--- src/rtl/generic_sc_adapter_fifo_core.sv ---
// Single-clock show-ahead FIFO that accepts wide words and returns them as
// DATA_RATIO narrow slices, least-significant slice first.
module generic_sc_adapter_fifo_core #(
  parameter int WR_ADDR_W = 5,
  parameter int WR_DATA_W = 32,
  parameter int RD_DATA_W = 16,
  localparam int DATA_RATIO = WR_DATA_W / RD_DATA_W,
  localparam int EXTEND_W   = $clog2(DATA_RATIO),
  localparam int RD_ADDR_W  = WR_ADDR_W + EXTEND_W
) (
  input  logic                 clk_i,
  input  logic                 rst_i,
  input  logic                 wr_en_i,
  input  logic [WR_DATA_W-1:0] wr_data_i,
  output logic [WR_ADDR_W:0]   wr_usedw_o,
  output logic                 wr_empty_o,
  output logic                 wr_full_o,
  input  logic                 rd_en_i,
  output logic [RD_DATA_W-1:0] rd_data_o,
  output logic [RD_ADDR_W:0]   rd_usedw_o,
  output logic                 rd_empty_o,
  output logic                 rd_full_o
);

  localparam int DEPTH = 2 ** WR_ADDR_W;
  // keeps rd_sub at least one bit wide when the ratio is 1
  localparam int SUB_W = (EXTEND_W > 0) ? EXTEND_W : 1;

  logic [WR_DATA_W-1:0] mem [DEPTH];
  logic [WR_ADDR_W-1:0] wr_ptr, rd_ptr;
  logic [SUB_W-1:0]     rd_sub;
  logic [WR_ADDR_W:0]   wide_cnt;

  logic [DATA_RATIO-1:0][RD_DATA_W-1:0] head;
  logic [RD_ADDR_W:0]   narrow_cnt;
  logic                 rd_last, wr_acc, rd_acc, slot_free;

  assign rd_last    = (rd_sub == SUB_W'(DATA_RATIO - 1));
  assign narrow_cnt = ((RD_ADDR_W+1)'(wide_cnt) << EXTEND_W) - (RD_ADDR_W+1)'(rd_sub);

  assign wr_full_o  = (wide_cnt == (WR_ADDR_W+1)'(DEPTH));
  assign rd_empty_o = (narrow_cnt == '0);
  assign wr_empty_o = rd_empty_o;
  assign rd_full_o  = (narrow_cnt == (RD_ADDR_W+1)'(2 ** RD_ADDR_W));
  assign wr_usedw_o = wide_cnt;
  assign rd_usedw_o = narrow_cnt;

  assign wr_acc    = wr_en_i && !wr_full_o;
  assign rd_acc    = rd_en_i && !rd_empty_o;
  // the wide slot is only released once its top slice is consumed
  assign slot_free = rd_acc && rd_last;

  assign head      = mem[rd_ptr];
  assign rd_data_o = head[rd_sub];

  always_ff @(posedge clk_i) begin
    if (wr_acc) mem[wr_ptr] <= wr_data_i;
  end

  always_ff @(posedge clk_i) begin
    if (rst_i) begin
      wr_ptr   <= '0;
      rd_ptr   <= '0;
      rd_sub   <= '0;
      wide_cnt <= '0;
    end else begin
      if (wr_acc) wr_ptr <= wr_ptr + 1'b1;
      if (rd_acc) begin
        if (rd_last) begin
          rd_sub <= '0;
          rd_ptr <= rd_ptr + 1'b1;
        end else begin
          rd_sub <= rd_sub + 1'b1;
        end
      end
      case ({wr_acc, slot_free})
        2'b10:   wide_cnt <= wide_cnt + 1'b1;
        2'b01:   wide_cnt <= wide_cnt - 1'b1;
        default: wide_cnt <= wide_cnt;
      endcase
    end
  end

endmodule

--- config.mk ---
export PLATFORM = sky130hd
export DESIGN_NAME = generic_sc_adapter_fifo_core
export DESIGN_NICKNAME = d
export VERILOG_FILES = /design/src/rtl/generic_sc_adapter_fifo_core.sv
export SDC_FILE = /design/constraint.sdc
export NUM_CORES = 1
export LEC_CHECK = 0
export ABC_CLOCK_PERIOD_IN_PS = 3400
export BUFFER_PORTS_ARGS = -buffer_cell sky130_fd_sc_hd__clkbuf_2
export CAP_MARGIN = 10
export CELL_PAD_IN_SITES_DETAIL_PLACEMENT = 1
export CELL_PAD_IN_SITES_GLOBAL_PLACEMENT = 1
export CORE_AREA = 5 5 222 385
export CTS_CLUSTER_SIZE = 20
export DETAILED_ROUTE_END_ITERATION = 10
export DIE_AREA = 0 0 227 390
export PLACE_DENSITY = 0.79
export SLEW_MARGIN = 10
export SYNTH_ARGS = -nofsm -noshare
export SYNTH_HDL_FRONTEND = slang
export SYNTH_SLANG_ARGS = --single-unit
--- constraint.sdc ---
create_clock -name clk_i -period 3.4 [get_ports clk_i]
set_input_delay 0.17 -clock clk_i [delete_from_list [all_inputs] [get_ports clk_i]]
set_output_delay 0.17 -clock clk_i [all_outputs]
set_load 0.02 [all_outputs]
==> summary.md <==
| Metric | Value |
|---|---|
| Overall Global Routing Usage | `roughly a quarter` |
| Mean Syn Cell Area | `21.32 µm²` |
| Met3 WL | `between 10000 and 15000 µm` |
| Multiplexer share of the synthesized area | `14.71%` |
| Adder-cell area share of the yosys netlist | `less than 1%` |
| Met2 routed WL | `roughly 61000 µm` |
| Post-route DRC | `0` |
| Die Width | `~230 µm` |
| Netlist cell types | `roughly 60` |
| Pins Over Slew Limit | `0` |
| Syn nets | `between 1.5k and 2k` |
| WL met1 | `slightly below 40000 µm` |
| Vias | `21.24k` |
| Synth Register Bits | `about 1.0k` |
| Layout Nets | `approximately 2.1k` |
| Post-synthesis compound-gate area fraction | `about 3.4%` |
| Max Cap Viol | `0` |
| Worst skew pair latency | `slightly above 0.7 ns` |
| I/O pin count | `69` |
| Routed Antenna Nets | `0` |
| Min Tclk post-route | `~3.5 ns` |
| Post-Synth Simple-Gate Area | `2.564%` |
| Worst-path fanout max | `22` |
| Endpoint type of the worst setup path | `primary output` |
| Reg-to-reg startpoint | `wr_usedw_o[1]$_SDFFE_PP0P_` |
| Clock power frac | `between 30% and 40%` |
| Synth Area in XOR/XNOR | `0.3672%` |
| Gate power share | `around an eighth` |
| Hold crit path type | `in2reg` |
| Arr. time, crit path | `roughly 3.3 ns` |
| Vias in the first global route | `between 20k and 25k` |
| Failing checks | `negative setup slack` |
| Die area | `just under 90000 µm²` |
| Fraction of layout cells with a size suffix above 1 | `30.83%` |
| Seq pwr share | `between 50 and 60%` |
| CTS Buf Count | `90` |
| Number of setup violations in the final report | `1` |
| Crit Path Category | `reg2out` |
| Height of the die | `about 400 µm` |
| WP data required | `between 3 and 4 ns` |
| Initial Util | `around half` |
| Most frequent cells in the layout | `edfxtp_1, mux4_2, buf_4` |
| Final Wtd Congestion | `0.8061` |
| Switching share of total power | `between 20% and 30%` |
| Bufs on Longest Clock Path | `3` |
| Cell Rows | `139` |
| Max IR drop VDD | `between 0.0005 and 0.0006 V` |
| WL/cell | `around 36 µm` |
| TNS Setup | `-0.06196 ns` |
| Status | `finished, violations left` |
| H-tree levels | `3` |
| Final non-filler cell total | `around 3.2k` |
| GRT overflow | `0` |
| Vias/cell | `~6.6` |
| Root buffer cell | `clkbuf_16` |
| Endpoints failing hold | `0` |
| Internal cell power | `21.81 mW` |
| Leakage power | `roughly 14 nW` |
| Power Dens Cells | `approximately 600 nW/µm²` |
| Tot Pwr | `approximately 29 mW` |
| Main synth FF type | `edfxtp_1` |
| Post-synthesis sequential area ratio | `between 70% and 80%` |
| IO buf count | `68` |
| FF-to-FF path depth | `6` |
| Placed Cells | `3029` |
| Worst slew pin tran | `just under 1 ns` |
| Async S/R FF share, synth | `0%` |
| Largest net degree at the start of global routing | `63` |
| Uppermost layer routed | `met5` |
| Hpwl dp | `approximately 65000 µm` |
| Worst-path clk slew | `0.08 ns` |
| EDFF count, synth | `about 1.0k` |
| Commonest non-fill, non-tap cell in the layout | `edfxtp_1` |
| CTS tree | `built` |
| Mapped Area | `approximately 40000 µm²` |
| NetSw | `7.016 mW` |
| CP startpoint kind | `flop` |
| Slew headroom | `a little over a third` |
| Core area | `81910 µm²` |
| Final Routed Wirelength | `around 120000 µm` |
| Number of DRC markers in iteration 0 | `2754` |
| Mapped Cells | `around 1.9k` |
| Layout area overhead | `14.94%` |
| Fmax | `288.9 MHz` |
| Reg-to-reg slack, setup | `between 0.3 and 0.4 ns` |
| Combinational family with the most area after synthesis | `multiplexers` |
| First-pass GRT wire length | `roughly 170000 µm` |
| Drt first pass iters | `5` |
| Hold_sp | `wr_data_i[1]` |
| Clock skew | `0.05277 ns` |
| Reg2reg end | `mem[21][14]$_DFFE_PP_` |
| Syn. warnings | `0` |
| Final setup margin | `-0.06196 ns` |
| Setup slack at placement | `approximately 0.38 ns` |
| Initial antenna violation count | `6` |
| Hold Crit Endpoint | `mem[22][1]$_DFFE_PP_` |
| CTS sink count | `between 1k and 1.5k` |
| Crit share post-route | `101.8%` |
| Worst hold stages | `1` |
==> routing by layer <==
metal | track usage, % | up-vias
met2 | 45.45 | 1357
li1 | - | 8328
met4 | 13.37 | 6
met5 | 0 | -
met3 | 4.858 | 335
met1 | 32.88 | 11210
==> power by group through the flow <==
stage	sequential, mW	clock, mW	combinational (mW)
after floorplan	14.7	0	2.28
after global placement	14.7	0	3.20
after detailed placement	14.7	0	3.31
after CTS	14.4	10.8	3.64
after global routing	14.4	11.5	3.86
final	14.4	10.7	3.68
==> metrics by stage <==
step	util, %	instance area, µm²	hold WS (ns)
finish	56.90	46610	0.04864
global route	56.90	46610	0.08093
CTS	56.77	46510	0.006284
detailed placement	52.49	43000	0.5348
global placement	52.49	43000	0.5163
floorplan	-	40550	0.2689
==> synth_stat cells, drive strengths merged, types with 3 or more instances <==
cell type  count  share of area, %
nand2         36              0.33
a22oi         35              0.65
a21oi         27              0.33
nor3b          5             0.093
o21ai         47              0.58
nor4b          4             0.086
ha            10              0.31
or3            4             0.062
and2           3             0.046
buf           67               1.2
nor2          83              0.77
xor2          13              0.28
a221o          4             0.099
o32a           4             0.099
nor3          16              0.20
clkbuf        44              0.41
nor2b         26              0.40
o32ai          7              0.15
nand3          7             0.086
or3b           3             0.065
a2111oi        8              0.17
or4            3             0.056
xnor2          4             0.086
nand2b        12              0.19
mux2i         11              0.27
inv            9             0.083
mux2          37               1.0
o22ai         34              0.52
a211oi        14              0.26
mux4         240                13
dfxtp         22               1.1
o31ai          5             0.093
edfxtp      1024                76
o41ai          8              0.17
nand3b         3             0.056
==> worst max-delay path, stage by stage (launching register included) <==
cell and delay [ns]:
dfxtp_4 0.45, buf_12 0.16, buf_16 0.21, buf_16 0.18, buf_12 0.13, mux4_2 0.52
o22ai_1 0.29, a211oi_1 0.14, o21ai_0 0.12, o21ai_0 0.15, clkbuf_2 0.19
==> final cells by class <==
class | instances | area, µm²
Multi-Input combinational cell | 735 | 8991
Clock buffer | 104 | 2325
Clock inverter | 59 | 714.4
Antenna cell | 2 | 5.005
Fill cell | 6930 | 35310
Sequential cell | 1046 | 31210
Timing Repair Buffer | 206 | 2007
Inverter | 10 | 37.54
Tap cell | 1057 | 1323
==> repair_timing <==
action	CTS	global route
setup buffers	9	7
gates resized for setup	33	12
gates cloned	6	0
pin swaps	1	0
hold buffers	3	0
endpoints found under the hold margin	8	0
endpoints found under the setup margin	16	13
==> how the worst max path moves through the flow <==
stage                                end  depth (start not counted)
detailed placement          rd_data_o[4]                          7
global route                rd_data_o[3]                         10
global placement            rd_data_o[4]                          7
floorplan           mem[31][0]$_DFFE_PP_                          5
CTS                         rd_data_o[9]                          8
finish                      rd_data_o[3]                         10
==> cell families after synthesis <==
group	count (synthesis)
simple gates	213
flops	1046
fa+ha+maj	10
xor+xnor	17
buf+inv	121
compound gates	207
mux	288
==> sequential cells by signal, indices dropped and copies added, names as in the netlist, named ones only <==
name,count
rd_last,1
wr_ptr,5
rd_ptr,5
wr_usedw_o,6
mem,1024
(Power assumes the default switching activity.)
